### src/rtl/tone_frame_generator_pkg.sv
// Shared types and constants for the tone frame generator.
// The phase increments assume a 24-bit accumulator and a 10 MS/s sample rate.
package tone_frame_generator_pkg;

    localparam int N_TONES = 8;
    localparam int INC_W   = 24;

    // Entry 0 is silence. Entries 1..7 are the detector tone bins 8, 16, 24, 32, 48,
    // 64 and 96 of a 6250-sample recording: round(bin * 2^24 / 6250).
    localparam logic [INC_W-1:0] TONE_INC [N_TONES] = '{
        24'd0,
        24'd21475,
        24'd42950,
        24'd64425,
        24'd85899,
        24'd128849,
        24'd171799,
        24'd257698
    };

    typedef enum logic [1:0] {
        IDLE = 2'd0,
        RUN  = 2'd1,
        DONE = 2'd2
    } state_t;

endpackage

### src/rtl/tone_frame_generator_if.sv
// Command and sample-stream signals of the tone frame generator.
//
// Handshake rule for both channels: a transfer happens on a rising clock edge where
// valid && ready are both high. Once a source raises valid, it holds valid and its
// payload (data, last, command fields) unchanged until that transfer. Ready may
// change freely and never depends on a transfer completing.
//
// master: the generator (accepts commands, sources samples).
// slave : the environment (issues commands, sinks samples).
interface tone_frame_generator_if #(
    parameter int SAMPLE_W = 16
);
    logic                       cmd_valid;
    logic                       cmd_ready;
    logic [2:0]                 cmd_tone_ident;
    logic [31:0]                cmd_length;
    logic                       m_valid;
    logic                       m_ready;
    logic signed [SAMPLE_W-1:0] m_data;
    logic                       m_last;

    modport master (
        input  cmd_valid, cmd_tone_ident, cmd_length, m_ready,
        output cmd_ready, m_valid, m_data, m_last
    );

    modport slave (
        output cmd_valid, cmd_tone_ident, cmd_length, m_ready,
        input  cmd_ready, m_valid, m_data, m_last
    );
endinterface

### src/rtl/tone_frame_generator_quarter_sine_rom.sv
// Quarter-wave sine ROM with mirror and negate; only built when SINE_LUT_EN is defined.
// phase_top is the top 10 bits of the phase accumulator: [9] selects the negative
// half cycle, [8] mirrors the quarter, [7:0] addresses the 256-entry table.
// Table entries sit at bin centres and come from Bhaskara's sine approximation,
// evaluated at elaboration, so the hardware is a plain constant table.
`ifdef SINE_LUT_EN
module quarter_sine_rom #(
    parameter int SAMPLE_W = 16
) (
    input  logic [9:0]                 phase_top,
    output logic signed [SAMPLE_W-1:0] sample
);

    localparam longint PEAK = (longint'(1) << (SAMPLE_W - 1)) - 1;

    // Angle x in 1/1024 half-turn units: sin ~ 16x(P-x) / (5P^2 - 4x(P-x)), P = 1024.
    function automatic logic [SAMPLE_W-1:0] quarter_sine(input int idx);
        longint x;
        longint q;
        x = longint'(2 * idx + 1);
        q = x * (64'sd1024 - x);
        return SAMPLE_W'((PEAK * 64'sd16 * q) / (64'sd5242880 - 64'sd4 * q));
    endfunction

    logic [SAMPLE_W-1:0] rom [256];
    logic [7:0]          addr;
    logic [SAMPLE_W-1:0] mag;

    for (genvar g = 0; g < 256; g++) begin : g_rom
        assign rom[g] = quarter_sine(g);
    end

    // Fold the phase into the first quadrant, look up, then restore the sign.
    always_comb begin
        addr   = phase_top[8] ? ~phase_top[7:0] : phase_top[7:0];
        mag    = rom[addr];
        sample = phase_top[9] ? -$signed(mag) : $signed(mag);
    end

endmodule
`endif

### src/rtl/tone_frame_generator.sv
// Tone frame generator: accepts one tone command and emits a frame of PCM samples
// on a valid/ready/last stream, pacing samples CLKS_PER_SAMPLE clocks apart.
// Build option SINE_LUT_EN: sine samples from quarter_sine_rom; otherwise a square
// wave of +/-AMPLITUDE. Handshake timing is the same in both builds.
module tone_frame_generator
    import tone_frame_generator_pkg::*;
#(
    parameter int                         SAMPLE_W        = 16,
    parameter int                         PHASE_W         = 24,
    parameter int                         CLKS_PER_SAMPLE = 10,
    parameter logic signed [SAMPLE_W-1:0] AMPLITUDE       = 16'sh3FFF
) (
    input  logic                   clk_in,
    input  logic                   rst_in,
    tone_frame_generator_if.master bus,
    output logic                   busy,
    output logic                   done,
    output state_t                 dbg_state
);

    localparam int PACE_W = (CLKS_PER_SAMPLE > 1) ? $clog2(CLKS_PER_SAMPLE) : 1;
    localparam logic [PACE_W-1:0] PACE_LAST = PACE_W'(CLKS_PER_SAMPLE - 1);
    // The handshake cycle itself is the first pacing slot, so with ready held high
    // samples leave exactly every CLKS_PER_SAMPLE clocks.
    localparam logic [PACE_W-1:0] PACE_RESTART = (CLKS_PER_SAMPLE > 1) ? PACE_W'(1) : '0;

    state_t                     state_q, state_d;
    logic [2:0]                 ident_q, ident_d;
    logic [31:0]                length_q, length_d;
    logic [31:0]                sample_idx_q, sample_idx_d;
    logic [PHASE_W-1:0]         phase_q, phase_d;
    logic [PACE_W-1:0]          pace_q, pace_d;
    logic                       valid_q, valid_d;
    logic                       last_q, last_d;
    logic signed [SAMPLE_W-1:0] data_q, data_d;
    logic signed [SAMPLE_W-1:0] wave_sample;
    logic [PHASE_W-1:0]         phase_inc;

    assign phase_inc = PHASE_W'(TONE_INC[ident_q]);

`ifdef SINE_LUT_EN
    quarter_sine_rom #(
        .SAMPLE_W (SAMPLE_W)
    ) u_rom (
        .phase_top (phase_q[PHASE_W-1 -: 10]),
        .sample    (wave_sample)
    );
`else
    assign wave_sample = phase_q[PHASE_W-1] ? -AMPLITUDE : AMPLITUDE;
`endif

    // Next-state and datapath: command accept, sample pacing, stream handshake.
    always_comb begin
        state_d      = state_q;
        ident_d      = ident_q;
        length_d     = length_q;
        sample_idx_d = sample_idx_q;
        phase_d      = phase_q;
        pace_d       = pace_q;
        valid_d      = valid_q;
        last_d       = last_q;
        data_d       = data_q;

        unique case (state_q)
            IDLE: begin
                if (bus.cmd_valid) begin
                    ident_d      = bus.cmd_tone_ident;
                    length_d     = bus.cmd_length;
                    phase_d      = '0;
                    sample_idx_d = '0;
                    pace_d       = '0;
                    state_d      = (bus.cmd_length == 32'd0) ? DONE : RUN;
                end
            end
            RUN: begin
                if (!valid_q) begin
                    if (pace_q == PACE_LAST) begin
                        valid_d = 1'b1;
                        data_d  = (ident_q == 3'd0) ? '0 : wave_sample;
                        last_d  = (sample_idx_q == length_q - 32'd1);
                        pace_d  = '0;
                    end else begin
                        pace_d = pace_q + 1'b1;
                    end
                end else if (bus.m_ready) begin
                    valid_d      = 1'b0;
                    last_d       = 1'b0;
                    phase_d      = phase_q + phase_inc;
                    sample_idx_d = sample_idx_q + 32'd1;
                    pace_d       = PACE_RESTART;
                    if (last_q) begin
                        state_d = DONE;
                    end
                end
            end
            DONE: begin
                state_d = IDLE;
            end
            default: begin
                state_d = IDLE;
            end
        endcase
    end

    // State and datapath registers; reset abandons any frame in flight.
    always_ff @(posedge clk_in or negedge rst_in) begin
        if (!rst_in) begin
            state_q      <= IDLE;
            ident_q      <= '0;
            length_q     <= '0;
            sample_idx_q <= '0;
            phase_q      <= '0;
            pace_q       <= '0;
            valid_q      <= 1'b0;
            last_q       <= 1'b0;
            data_q       <= '0;
        end else begin
            state_q      <= state_d;
            ident_q      <= ident_d;
            length_q     <= length_d;
            sample_idx_q <= sample_idx_d;
            phase_q      <= phase_d;
            pace_q       <= pace_d;
            valid_q      <= valid_d;
            last_q       <= last_d;
            data_q       <= data_d;
        end
    end

    assign bus.cmd_ready = (state_q == IDLE);
    assign bus.m_valid   = valid_q;
    assign bus.m_data    = data_q;
    assign bus.m_last    = last_q;
    assign busy          = (state_q == RUN);
    assign done          = (state_q == DONE);
    assign dbg_state     = state_q;

endmodule
### src/flat_wrapper.sv
// flat-port wrapper written by rule: the top's interface ports become plain ports
module tone_frame_generator_flat import tone_frame_generator_pkg::*;
#(
    parameter int                         SAMPLE_W        = 16,
    parameter int                         PHASE_W         = 24,
    parameter int                         CLKS_PER_SAMPLE = 10,
    parameter logic signed [SAMPLE_W-1:0] AMPLITUDE       = 16'sh3FFF
)
  (clk_in, rst_in, busy, done, dbg_state, bus_cmd_valid, bus_cmd_tone_ident, bus_cmd_length, bus_m_ready, bus_cmd_ready, bus_m_valid, bus_m_data, bus_m_last);
  tone_frame_generator_if #(.SAMPLE_W(SAMPLE_W)) bus_i ();
  input  logic clk_in;
  input  logic rst_in;
  output logic busy;
  output logic done;
  output state_t dbg_state;
  input wire logic [$bits(bus_i.cmd_valid)-1:0] bus_cmd_valid;
  input wire logic [$bits(bus_i.cmd_tone_ident)-1:0] bus_cmd_tone_ident;
  input wire logic [$bits(bus_i.cmd_length)-1:0] bus_cmd_length;
  input wire logic [$bits(bus_i.m_ready)-1:0] bus_m_ready;
  output wire logic [$bits(bus_i.cmd_ready)-1:0] bus_cmd_ready;
  output wire logic [$bits(bus_i.m_valid)-1:0] bus_m_valid;
  output wire logic [$bits(bus_i.m_data)-1:0] bus_m_data;
  output wire logic [$bits(bus_i.m_last)-1:0] bus_m_last;
  assign bus_i.cmd_valid = bus_cmd_valid;
  assign bus_i.cmd_tone_ident = bus_cmd_tone_ident;
  assign bus_i.cmd_length = bus_cmd_length;
  assign bus_i.m_ready = bus_m_ready;
  assign bus_cmd_ready = bus_i.cmd_ready;
  assign bus_m_valid = bus_i.m_valid;
  assign bus_m_data = bus_i.m_data;
  assign bus_m_last = bus_i.m_last;
  tone_frame_generator #(.SAMPLE_W(SAMPLE_W), .PHASE_W(PHASE_W), .CLKS_PER_SAMPLE(CLKS_PER_SAMPLE), .AMPLITUDE(AMPLITUDE)) u_core (.clk_in(clk_in), .rst_in(rst_in), .bus(bus_i), .busy(busy), .done(done), .dbg_state(dbg_state));
endmodule
### config.mk
export PLATFORM = sky130hd
export DESIGN_NAME = tone_frame_generator_flat
export DESIGN_NICKNAME = d
export VERILOG_FILES = /design/src/rtl/tone_frame_generator_pkg.sv /design/src/rtl/tone_frame_generator_if.sv /design/src/rtl/tone_frame_generator_quarter_sine_rom.sv /design/src/rtl/tone_frame_generator.sv /design/src/flat_wrapper.sv
export SDC_FILE = /design/constraint.sdc
export NUM_CORES = 1
export LEC_CHECK = 0
export BUFFER_PORTS_ARGS = -buffer_cell sky130_fd_sc_hd__clkbuf_2
export CORE_MARGIN = 2
export CORE_UTILIZATION = 49
export DETAILED_ROUTE_END_ITERATION = 8
export MAX_ROUTING_LAYER = met4
export PLACE_DENSITY = 0.79
export SYNTH_ARGS = -nofsm -noshare
export SYNTH_HDL_FRONTEND = slang
export SYNTH_SLANG_ARGS = --single-unit
### constraint.sdc
create_clock -name clk_in -period 7.7 [get_ports clk_in]
set_input_delay 0.77 -clock clk_in [delete_from_list [all_inputs] [get_ports clk_in]]
set_output_delay 0.77 -clock clk_in [all_outputs]
set_load 0.01 [all_outputs]
### Yosys cells after proc, flatten, opt, wreduce, memory -nomap -nowiden

Memory sizes are Yosys's and may differ from the RTL's.
Index checks and enable logic that the tools add are counted.

* order comparisons: 1
* eq/ne operators: 10
* add/sub/neg operators: 4
* bitwise operators: 2
* reductions and logical operators: 11
* mux-type cells: 29

Operators by type and width (number)
* two-way mux 24 bit: 5
* two-way mux 32 bit: 3
* case mux 32 bit (2 select lines): 1
* case mux 24 bit (2 select lines): 1
* adder 32 x 1 -> 32 bit (second input constant): 1
* == test 32 bit: 1
* zero test 32 bit: 1
* two-way mux 16 bit: 2
* subtractor 32 x 1 -> 32 bit (second input constant): 1
* adder 24 bit: 1
* two-way mux 4 bit: 4
* two-way mux 2 bit: 5
* AND reduction 3 bit: 3
* case mux 4 bit (2 select lines): 1
* AND reduction 4 bit: 2
* two-way mux 1 bit: 6
* != test 2 x 1 -> 1 bit (second input constant): 3
* adder 4 x 1 -> 4 bit (second input constant): 1
* == test 4 bit (second input constant): 1
* greater-or-equal comparator 4 bit (second input constant): 1
* != test 2 bit (second input constant): 2
* NOT 3 -> 4 bit: 1
* case mux 2 bit (2 select lines): 1
* nonzero test 2 bit: 2
* other kinds (7): 7

* register bits after elaboration: 115
* bits in read-only memories: 192
* input port bits: 39
* output and inout port bits: 23
* memories kept: 1

Memories
* (name not given): depth 8, width 24, read ports 1, clocked after memory_dff 0, wr ports 0, RTL line tone_frame_generator.sv:39 `assign phase_inc = PHASE_W'(TONE_INC[ident_q]);`

### Logic depth before layout (Yosys ltp)

* depth after elaboration: 8
* depth in mapped cells: 14
* depth with buffers taken out: 14

### Worst setup path after synthesis

Ideal clock, no wire load.

* path kind: reg-to-reg
* from: register u_core.ident_q[2]
* to: register u_core.phase_q[18]
* data required time: 7.580 ns
* setup time: 0.120 ns
* arrival time: 3.143 ns
* period minus slack after synthesis: 3.263 ns
* slack: 4.437 ns
* stages on the path, launching flop included: 13
* path buffers: 2
* cell sequence: dfrtp_1 -> clkbuf_1 -> clkbuf_1 -> a21oi_1 -> ha_1 -> fa_1 -> a21o_1 -> a21oi_1 -> o21ai_0 -> o32ai_1 -> o21ai_0 -> a31o_2 -> a31o_1

* word-level cells in the longest chain between the ends: 8

Ends and longest elaborated chain
* from (decl): RTL line tone_frame_generator.sv:28 `logic [2:0] ident_q, ident_d;`
* from (signal assigned): RTL line tone_frame_generator.sv:119 `ident_q <= ident_d;`
* NOT 3 -> 4 bit (implied by the code): RTL line tone_frame_generator.sv:39
* memory read (8 x 24 bit)
* two-way mux 24 bit (implied by the code) (2 in a row): RTL line tone_frame_generator.sv:39
* adder 24 bit: RTL line tone_frame_generator.sv:88 `phase_d = phase_q + phase_inc;`
* two-way mux 24 bit: RTL line tone_frame_generator.sv:85 `end else if (bus.m_ready) begin`
* two-way mux 24 bit: RTL line tone_frame_generator.sv:76 `if (!valid_q) begin`
* case mux 24 bit (2 select lines): RTL line tone_frame_generator.sv:64 `unique case (state_q)`
* to (signal assigned): RTL line tone_frame_generator.sv:122 `phase_q <= phase_d;`
* to (decl): RTL line tone_frame_generator.sv:31 `logic [PHASE_W-1:0] phase_q, phase_d;`

No other way between the ends. The select of a mux whose other input is x is not followed.
A chain may end at the register's enable or synchronous reset.

### Final worst setup path

* from: register u_core.ident_q[0]
* to: register u_core.phase_q[20]

The elaborated chain is that of the path after synthesis.

==> metrics.yaml <==
port_buffers: 61
cts-hold-fix-buffers: 0
vdd.ir_drop.worst_mv: 0.249
floorplan.rows: 42
cap_viol_max_count: 0
setup_repair_after_global_routing_missed_its_margin: "false"
crit_path_max_incr_delay_ns: 0.55
fillerInstances: 1240
post-route-min-period_ns: 3.72
vias_in_the_first_global_route: 5321
clkSinkCount: 102
grt_start_max_net_pins: 78
post-route-period-util_pct: 48.3
synth_enable_flop_cells: 0
postRouteAntennaNets: 0
final-max-slew-violation-count: 0
num-nets-final: 903
worst_setup_path_end_kind: "register"
synthesis.yosys.warnings: 0
postSynthRegisterBits: 102
effective_utilization_at_floorplan_pct: 50.5
syn_to_final_growth_pct: 8.57
tightestPinTransition_ns: 1.18
crit_type: "reg2reg"
io_pins: 62
layout-drive-gt1-share_pct: 12.2
total_power_per_unit_cell_area_nw_per_um2: 358
slowest_cell_on_the_critical_path: "sky130_fd_sc_hd__o32ai_1"
clock_tree.buffer_depth: 2
die_h_um: 121
placed_instance_area_sq_um: 7060
fin_worst_skew_ns: 0.00815
max_slew_margin_pct: 20.9
worst-endpoint-arrival_ns: 4.01
worst-path-max-fanout: 10
share_of_flip_flops_with_an_asynchronous_set_or_reset_after_synthesis_pct: 100
synth_cell_type_count: 65
post_synth.cell_area_avg_sq_um: 8.40
report.final.hold_viol_count: 0
ys_seq_area_share_pct: 37.9
synthesis.instances: 803
detailroute.via_count: 5703
wirelength_mm: 15.6
core_region_sq_um: 13300
postSynth.topFlopCell: "sky130_fd_sc_hd__dfrtp_1"
grt_antenna_before_repair: 0
hold_path_class: "in2async"
max_freq_ghz: 0.269
critPathMostFrequentCell: "sky130_fd_sc_hd__a21oi_1"
detail_route.wl_per_cell_um: 15.4
synth_adder_area_share_pct: 5.68
simple_gate_fraction_of_synth_area_pct: 26.6
vias_per_instance: 5.62
summed_area_of_non_filler_cells_in_the_final_layout_sq_um: 7320
worst_skew_pair.late_latency_ns: 0.35
worst_setup_path_start_kind: "register"
synthesis.nets: 872
drt_iter0_markers: 437
grt_pass1_wl_mm: 26.0
tns_ns: 0
synth_area_sq_um: 6740
synth_top_family_by_area: "simple AND/OR/NAND/NOR gates"
power.static_leakage_nw: 3.37
synthXorXnorAreaFrac_pct: 10.0
tritoncts: "done"
routability_congestion_estimate: 0.915
post_cts.resized_instances: 0
globalRouteTotalUtil_pct: 22.9
finalSetupViolCount: 0
cell_by_cell_listing_of_the_critical_path: "inv_1 -> ha_1 -> nor2_1 -> a21oi_1 -> fa_1 -> a21o_1 -> a21oi_1 -> o21ai_0 -> o32ai_1 -> o21ai_0 -> a31o_2 -> a21oi_1 -> a31o_1"
result_of_the_run: "complete, no violations"
clk_pin_slew_worst_paths_ns: 0.07
synthMuxAreaShare_pct: 1.08
antennaDiodeCount: 0
globalRoute.totalOverflow: 0
synth-compound-area-share_pct: 14.3
critPathRequiredTime_ns: 7.99
drc: 0
die_area_sq_um: 14700
cts_root_buffer: "sky130_fd_sc_hd__clkbuf_16"
number_of_buffers_inserted_during_clock_tree_synthesis: 9
place.detailed.hpwl_mm: 11.4
postCtsSetupBuffers: 0
detailedRoute.firstPassIterationCount: 4
fin_worst_hold_slack_ns: 0.398
width_of_the_chip_um: 121
cts.htree.levels: 3
-- Yosys cell counts, drive strengths merged, types with 15 or more instances --
master,instances,area [sq um]
a21oi,43,215
buf,21,141
clkbuf,22,82.6
dfrtp,102,2550
ha,29,363
inv,21,78.8
nand2,163,612
nand3,19,105
nand4,15,100
nor2,66,250
nor4,15,130
o21ai,57,285
xnor2,42,368
xor2,35,307
-- per-stage QoR --
stage	utilization [%]	std cells	total power, mW	setup WS, ns
6_report	54.8	1014	2.62	3.98
3_5_place_dp	52.9	999	2.20	4.00
5_1_grt	54.8	1014	2.85	3.53
4_1_cts	54.8	1014	2.63	3.98
3_3_place_gp	52.9	999	2.17	4.13
2_1_floorplan	-	803	1.92	4.44
-- cells by family after synthesis --
group                    count (synthesis)
flip-flops                             102
XOR/XNOR                                77
AND/OR/NAND/NOR                        366
adder cells (fa/ha/maj)                 30
multiplexers                             7
buffers and inverters                   64
AO/OA/AOI/OAI                          157
-- area by class of cell --
class | instances | area [sq um] | area share (%)
clock buffer | 11 | 233 | 3.18
clock inverter | 4 | 25.0 | 0.342
inverter | 21 | 78.8 | 1.08
multi-input combinational | 637 | 3890 | 53.1
sequential | 102 | 2550 | 34.9
tap | 176 | 220 | 3.01
timing repair buffer | 63 | 323 | 4.41
-- critical path, delay by kind of cell, from the launching register on --
| family | cells | cell delay (ns) |
|---|---|---|
| simple gates | 1 | 0.09 |
| fa+ha+maj | 2 | 0.82 |
| compound gates | 9 | 2.08 |
| buf+inv | 1 | 0.15 |
| flops | 1 | 0.51 |
-- layer usage --
metal  vias up  part of all wire, %  track usage, %
li1       2827                    -               -
met1      2730                   46            30.1
met2       122                   48            36.3
met3        24                  4.7            4.84
met4         0                  1.7            6.32
met5         -                    0               -
-- worst paths after layout --
path / startpoint / end / slack (ns) / depth (start not counted)
max reg2reg: u_core.ident_q[0]$_DFFE_PN0P_ / u_core.phase_q[20]$_DFFE_PN0P_ / 3.98 / 13
max in group asynchronous: rst_in / u_core.phase_q[6]$_DFFE_PN0P_ / 6.12 / 2
min: rst_in / u_core.length_q[17]$_DFFE_PN0P_ / 0.40 / 1
min in group clk_in: u_core.phase_q[12]$_DFFE_PN0P_ / u_core.phase_q[12]$_DFFE_PN0P_ / 0.49 / 2
max: u_core.ident_q[0]$_DFFE_PN0P_ / u_core.phase_q[20]$_DFFE_PN0P_ / 3.98 / 13
min reg2reg: u_core.phase_q[12]$_DFFE_PN0P_ / u_core.phase_q[12]$_DFFE_PN0P_ / 0.49 / 2
-- placed cells by master, fill, tap and decap left out, drive strengths merged, types with 4 or more instances in the layout --
| master | instances |
|---|---|
| or4 | 8 |
| nor2b | 13 |
| nor3b | 6 |
| o21ai | 57 |
| o21a | 4 |
| ha | 29 |
| xnor2 | 42 |
| xor2 | 35 |
| nand3 | 19 |
| a21o | 6 |
| nand2b | 11 |
| nand2 | 163 |
| inv | 21 |
| mux2i | 5 |
| dfrtp | 102 |
| nor4 | 15 |
| a21oi | 43 |
| a31o | 4 |
| nor3 | 13 |
| nor2 | 66 |
| a22o | 6 |
| nand4 | 15 |
| or2 | 4 |
| and3 | 9 |
| a31oi | 7 |
| or3 | 13 |
| o31ai | 7 |
| clkbuf | 71 |
-- sequential cells by signal, indices dropped and copies added (netlist names) --
signal / cells
u_core.pace_q: 4
u_core.dbg_state: 2
u_core.ident_q: 3
u_core.sample_idx_q: 32
u_core.bus.m_valid: 1
u_core.bus.m_data: 3
u_core.length_q: 32
u_core.bus.m_last: 1
u_core.phase_q: 24
-- where the power goes --
group	switching [mW]	total, mW	internal, mW
registers	0.220	0.905	0.685
logic	0.763	1.31	0.542
clock network	0.197	0.413	0.217
Note: power is estimated with default switching activity, not from simulation.
